==> config.mk <==
export PLATFORM = sky130hd
export DESIGN_NAME = alu_sequencer
export DESIGN_NICKNAME = d
export VERILOG_FILES = /design/src/rtl/alu_pkg.sv /design/src/rtl/boton_edge.sv /design/src/rtl/alu_sequencer.sv
export SDC_FILE = /design/constraint.sdc
export NUM_CORES = 1
export LEC_CHECK = 0
export ABC_AREA = 1
export CAP_MARGIN = 10
export CORE_MARGIN = 2
export CORE_UTILIZATION = 23
export CTS_CLUSTER_DIAMETER = 150
export DETAILED_ROUTE_END_ITERATION = 10
export SYNTH_ARGS = -nofsm -noshare
export SYNTH_HDL_FRONTEND = slang
export SYNTH_SLANG_ARGS = --single-unit
==> constraint.sdc <==
create_clock -name clk -period 1.6 [get_ports clk]
set_clock_uncertainty 0.15 [all_clocks]
set_input_delay 0.48 -clock clk [delete_from_list [all_inputs] [get_ports clk]]
set_output_delay 0.48 -clock clk [all_outputs]
set_load 0.005 [all_outputs]
==> src/rtl/alu_pkg.sv <==
// Shared definitions for the calculadora front end: opcode encodings,
// sequencer state encoding and the opcode validity check.
package alu_pkg;

   typedef logic [5:0] opcode_t;

   localparam opcode_t OP_ADD = 6'b100000;
   localparam opcode_t OP_SUB = 6'b100010;
   localparam opcode_t OP_AND = 6'b100100;
   localparam opcode_t OP_OR  = 6'b100101;
   localparam opcode_t OP_XOR = 6'b100110;
   localparam opcode_t OP_NOR = 6'b100111;
   localparam opcode_t OP_SRA = 6'b000011;
   localparam opcode_t OP_SRL = 6'b000010;

   typedef enum logic [2:0] {
      S_A    = 3'd0,
      S_B    = 3'd1,
      S_OP   = 3'd2,
      S_EXEC = 3'd3,
      S_SHOW = 3'd4
   } state_t;

   // An opcode is accepted only with the two top switches low and a known code below
   function automatic logic opcode_valid(input logic [7:0] code);
      logic ok;
      ok = 1'b0;
      if (code[7:6] == 2'b00) begin
         case (code[5:0])
            OP_ADD, OP_SUB, OP_AND, OP_OR,
            OP_XOR, OP_NOR, OP_SRA, OP_SRL: ok = 1'b1;
            default:                        ok = 1'b0;
         endcase
      end
      return ok;
   endfunction

endpackage

==> src/rtl/boton_edge.sv <==
// Push-button conditioner: two-flop synchronizer, optional debounce
// (ALU_SEQ_DEBOUNCE_EN) and rising-edge detector producing a one-cycle event.
module boton_edge #(
   parameter int DEBOUNCE_CYCLES = 16
) (
   input  logic clk,
   input  logic reset,
   input  logic boton,
   output logic evento
);

   logic sync_1;
   logic sync_2;
   logic nivel;
   logic nivel_prev;

   // Bring the asynchronous button into the clock domain
   always_ff @(posedge clk) begin
      if (reset) begin
         sync_1 <= 1'b0;
         sync_2 <= 1'b0;
      end else begin
         sync_1 <= boton;
         sync_2 <= sync_1;
      end
   end

`ifdef ALU_SEQ_DEBOUNCE_EN
   localparam int CW = $clog2(DEBOUNCE_CYCLES + 1);

   logic [CW-1:0] cuenta;

   // Accept a new level only after it has been seen on consecutive cycles long enough
   always_ff @(posedge clk) begin
      if (reset) begin
         cuenta <= '0;
         nivel  <= 1'b0;
      end else if (sync_2 == nivel) begin
         cuenta <= '0;
      end else if (cuenta == CW'(DEBOUNCE_CYCLES - 1)) begin
         cuenta <= '0;
         nivel  <= sync_2;
      end else begin
         cuenta <= cuenta + 1'b1;
      end
   end
`else
   logic unused_cfg;

   assign unused_cfg = ^DEBOUNCE_CYCLES;
   assign nivel      = sync_2;
`endif

   // Remember the previous accepted level so a held button fires only once
   always_ff @(posedge clk) begin
      if (reset) begin
         nivel_prev <= 1'b0;
      end else begin
         nivel_prev <= nivel;
      end
   end

   assign evento = nivel & ~nivel_prev;

endmodule

==> src/rtl/alu_sequencer.sv <==
// Front-end sequencer for the calculadora ALU: loads operand A, operand B and
// the opcode from the shared switch bus on button events, runs one execute
// cycle and latches the result. Optional debounce: ALU_SEQ_DEBOUNCE_EN.
module alu_sequencer
   import alu_pkg::*;
#(
   parameter int WIDTH           = 8,
   parameter int DEBOUNCE_CYCLES = 16
) (
   input  logic             clk,
   input  logic             reset,
   input  logic [WIDTH-1:0] entrada,
   input  logic             boton_a,
   input  logic             boton_b,
   input  logic             boton_op,
   output logic [WIDTH-1:0] alu_a,
   output logic [WIDTH-1:0] alu_b,
   output logic [5:0]       alu_op,
   input  logic [WIDTH-1:0] alu_rdo,
   input  logic             alu_carry,
   input  logic             alu_zero,
   output logic [WIDTH-1:0] rdo,
   output logic             carry,
   output logic             zero,
   output logic             rdo_valid,
   output logic             op_error,
   output logic [2:0]       estado
);

   state_t estado_q;
   state_t estado_d;

   logic ev_a;
   logic ev_b;
   logic ev_op;

   logic load_a;
   logic load_b;
   logic load_op;
   logic set_err;
   logic capture;

   boton_edge #(.DEBOUNCE_CYCLES(DEBOUNCE_CYCLES)) u_edge_a (
      .clk    (clk),
      .reset  (reset),
      .boton  (boton_a),
      .evento (ev_a)
   );

   boton_edge #(.DEBOUNCE_CYCLES(DEBOUNCE_CYCLES)) u_edge_b (
      .clk    (clk),
      .reset  (reset),
      .boton  (boton_b),
      .evento (ev_b)
   );

   boton_edge #(.DEBOUNCE_CYCLES(DEBOUNCE_CYCLES)) u_edge_op (
      .clk    (clk),
      .reset  (reset),
      .boton  (boton_op),
      .evento (ev_op)
   );

   // State register
   always_ff @(posedge clk) begin
      if (reset) begin
         estado_q <= S_A;
      end else begin
         estado_q <= estado_d;
      end
   end

   // Next state and load strobes; events not expected in the current state are dropped
   always_comb begin
      estado_d = estado_q;
      load_a   = 1'b0;
      load_b   = 1'b0;
      load_op  = 1'b0;
      set_err  = 1'b0;
      capture  = 1'b0;
      case (estado_q)
         S_A, S_SHOW: begin
            if (ev_a) begin
               load_a   = 1'b1;
               estado_d = S_B;
            end
         end
         S_B: begin
            if (ev_b) begin
               load_b   = 1'b1;
               estado_d = S_OP;
            end
         end
         S_OP: begin
            if (ev_op) begin
               if (opcode_valid(entrada[7:0])) begin
                  load_op  = 1'b1;
                  estado_d = S_EXEC;
               end else begin
                  set_err = 1'b1;
               end
            end
         end
         S_EXEC: begin
            capture  = 1'b1;
            estado_d = S_SHOW;
         end
         default: begin
            estado_d = S_A;
         end
      endcase
   end

   // Operand, opcode, result and flag registers; reset also aborts a pending capture
   always_ff @(posedge clk) begin
      if (reset) begin
         alu_a     <= '0;
         alu_b     <= '0;
         alu_op    <= '0;
         rdo       <= '0;
         carry     <= 1'b0;
         zero      <= 1'b0;
         rdo_valid <= 1'b0;
         op_error  <= 1'b0;
      end else begin
         rdo_valid <= capture;
         if (load_a) begin
            alu_a <= entrada;
         end
         if (load_b) begin
            alu_b <= entrada;
         end
         if (load_op) begin
            alu_op   <= entrada[5:0];
            op_error <= 1'b0;
         end else if (set_err) begin
            op_error <= 1'b1;
         end
         if (capture) begin
            rdo   <= alu_rdo;
            carry <= alu_carry;
            zero  <= alu_zero;
         end
      end
   end

   assign estado = estado_q;

endmodule

==> reports/results.ini, run 1 <==
[timing]
clock.fmax_ghz=0.656
final-setup-viol-count=0
relSlewSlack_pct=80.8
slew_violations=0
timing.final.hold_violations=0
slew_at_the_pin_closest_to_its_max_slew_limit_ns=0.287
grt_setup_unrepaired=no
min_period_over_period_pct=95.3
timing.final.ws_setup_ns=0.0759
post-route-min-period_ns=1.52
whs_ns=0.256

[clock_network]
cts_inserted_buffers=5
clkSinkCount=46
clock_path_buffers=2
cts.htree.levels=2
clock_insertion_delay_worst_skew_ns=0.30
tritoncts=built
cts-hold-fix-buffers=0
clockRootBuffer=clkbuf_8
cts.clk_slew.worst_paths_ns=0.09

[place]
io_buffers=59
dp.final_hpwl_um=3100
dp_worst_setup_slack_ns=-0.287
dp_cells=388
finalWeightedCongestion=0.791

[layout]
design.final.nets=326
layout-drive-gt1-share_pct=27.0
instances_no_fill=403
most_common_library_cell_in_the_layout_ignoring_fill_and_taps=nor2_1
antenna-diode-count=0
num-fill-cells=807
layout.core_utilization_pct=37.3
areaGrowthSynthToFinish_pct=56.7
layout.cells.most_common_list=nor2_1 (54), dlygate4sd2_1 (36), inv_1 (29), dfxtp_2 (26), o21ai_0 (22)

[global_routing]
global_route.usage.total_pct=10.5
grt_pass1_wl_um=7050
grt_pass1_vias=1611
grt_antenna_before_repair=0
global_route.overflow_total=0
grt_max_degree=16

[logic_synthesis]
post_synth_fa_ha_maj_area_fraction_pct=0
synth_compound_gate_area_share_pct=11.5
synth_top_cell_area_share_pct=53.1
post_synth.cell_area_avg_sq_um=7.85
synthTopCellsByArea=dfxtp_1 (53%), nor2_1 (12%), inv_1 (6.5%), o21ai_0 (6.3%), nand2_1 (4.5%)
yosys.area_share.simple_pct=25.2
synthesis.instances=221
synth-seq-area-share_pct=53.1
dominant_combinational_cell_family_by_area_after_synthesis=simple AND/OR/NAND/NOR gates
mappedNetlistNets=244
synth.cell_area_sq_um=1740
muxShareOfSynthArea_pct=0
ys.warnings.count=0
synth_seq_cells=46
synth_largest_area_cell=dfxtp_1
ys_types=23
xor_and_xnor_fraction_of_the_mapped_netlist_area_pct=0

[routing]
drt_wl_total_um=4220
drt_first_pass_iters=4
final_antenna_net_count=0
routed_vias=1610
detail_route.drc_violations=0
viasPerCell=4.00
detailedRoute.firstIterationViolations=39
avgRoutedWirePerCell_um=10.5

[min_path]
hp-class=reg2reg

[flow_run]
maxCapViolCount=0

[critical_path]
criticalPathCategory=reg2out
crit_chain=dlygate4sd2_1
critPathTopFamily=flip-flops
worstPathBufferInverterCount=1
worst-endpoint-arrival_ns=0.89
worstSetupStartpointType=flip-flop
worst_ep_required_time_ns=0.97
cp-end-kind=primary output
max_stage_delay_cell_worst_path=dfxtp_1
timing.critical_path.slowest_cell_delay_ns=0.35
crit_fanout=2

[status]
outcome=complete, no violations

[power]
power.combinational.fraction_pct=23.9
cellLeakagePower_uw=0.00139
power_per_cell_area_nw_per_um2=1050
netSwitchingPower_uw=810
p_seq_share_pct=45.7
power.switching_fraction_pct=28.4
peakVddDrop_v=0.000415
power.internal_uw=2040
power.clock.fraction_pct=30.4

[floorplan]
die_height_um=90.9
initial_utilization_pct=23.8
dieWidth_um=90.9
design.core.area_sq_um=7290
core.rowCount=31
die-area_sq_um=8260
design.portCount=60

==> through the flow <==
step                instance area, sq um  total power, uW  setup TNS (ns)
floorplan                           1740             1680               0
global placement                    2530             2030           -3.79
detailed placement                  2530             2040           -3.20
CTS                                 2670             2890               0
global route                        2720             3030               0
finish                              2720             2850               0
==> logic make-up (layout without fill, tap and decap cells) <==
family,Yosys count,in the layout
AND/OR/NAND/NOR,99,100
flip-flops,46,46
buffers and inverters,40,122
AO/OA/AOI/OAI,36,36
==> registers in the layout, indices dropped and copies added (netlist names), 3 cells and up <==
signal  cells
alu_a       8
alu_b       8
alu_op      6
estado      3
rdo         8
==> layout make-up <==
| cell class | instances | area (sq um) | area share (%) |
|---|---|---|---|
| repair buffers | 81 | 739 | 27.2 |
| clock buffers | 5 | 68.8 | 2.53 |
| flip-flops and latches | 46 | 953 | 35.1 |
| multi-input cells | 136 | 663 | 24.4 |
| clock inverters | 3 | 45.0 | 1.66 |
| well taps | 99 | 124 | 4.55 |
| inverters | 33 | 126 | 4.65 |
==> cells in the mapped netlist, drive strengths merged <==
| master | instances |
|---|---|
| nor2 | 63 |
| dfxtp | 46 |
| inv | 32 |
| o21ai | 26 |
| nand2 | 24 |
| a21oi | 10 |
| nand3 | 10 |
| buf | 4 |
| clkbuf | 3 |
| clkinv | 1 |
| nand4 | 1 |
| nor3b | 1 |
==> tightest hold or removal path, cell delays in order (launching register included) <==
cell	delay [ns]
dfxtp_1	0.30
inv_1	0.04
nor2_1	0.03
==> repair_timing <==
item                                    CTS  global route
cloned                                    0             1
setup buffers                             5             1
endpoints found under the setup margin   37            10
gates resized for setup                  63            18
pin swaps                                 0             6
hold endpoints to repair                  0             0
==> layer usage <==
layer / GRT usage (%) / vias up / share of wire (%)
li1: - / 842 / -
met1: 12.2 / 729 / 44
met2: 17.7 / 33 / 49
met4: 4.17 / 0 / 1.1
met5: 0 / - / 0
met3: 3.42 / 6 / 5.8
==> power groups by stage <==
stage / clock network (uW) / logic [uW] / registers (uW)
3_3_place_gp: 0 / 711 / 1320
2_1_floorplan: 0 / 336 / 1350
3_5_place_dp: 0 / 722 / 1320
6_report: 866 / 681 / 1300
5_1_grt: 952 / 764 / 1320
4_1_cts: 906 / 679 / 1300
==> path summary, 6_finish.rpt <==
path | from | endpoint | slack [ns] | cells after the start
setup reg to reg | estado[0] | alu_a[0] | 0.19 | 6
hold reg to reg | u_edge_b.sync_1 | u_edge_b.nivel | 0.26 | 2
setup / recovery | estado[2] | estado[2] | 0.08 | 1
hold / removal | u_edge_b.sync_1 | u_edge_b.nivel | 0.26 | 2
Note: power is estimated with default switching activity, not from simulation.
==> run 2: changes to the inputs <==
--- a/config.mk
+++ b/config.mk
@@ -6,11 +6,13 @@
 export NUM_CORES = 1
 export LEC_CHECK = 0
 export ABC_AREA = 1
+export ABC_CLOCK_PERIOD_IN_PS = 1600
 export CAP_MARGIN = 10
 export CORE_MARGIN = 2
 export CORE_UTILIZATION = 23
 export CTS_CLUSTER_DIAMETER = 150
 export DETAILED_ROUTE_END_ITERATION = 10
+export GPL_ROUTABILITY_DRIVEN = 0
 export SYNTH_ARGS = -nofsm -noshare
 export SYNTH_HDL_FRONTEND = slang
 export SYNTH_SLANG_ARGS = --single-unit
==> results of run 2 <==
No change in the layout: final DEF, timing and power equal those of run 1.
==> run 3: changes to the inputs <==
--- a/config.mk
+++ b/config.mk
@@ -11,6 +11,7 @@
 export CORE_MARGIN = 2
 export CORE_UTILIZATION = 23
 export CTS_CLUSTER_DIAMETER = 150
+export CTS_CLUSTER_SIZE = 28
 export DETAILED_ROUTE_END_ITERATION = 10
 export GPL_ROUTABILITY_DRIVEN = 0
 export SYNTH_ARGS = -nofsm -noshare
==> results of run 3 <==
No change in the layout: final DEF, timing and power equal those of run 1.
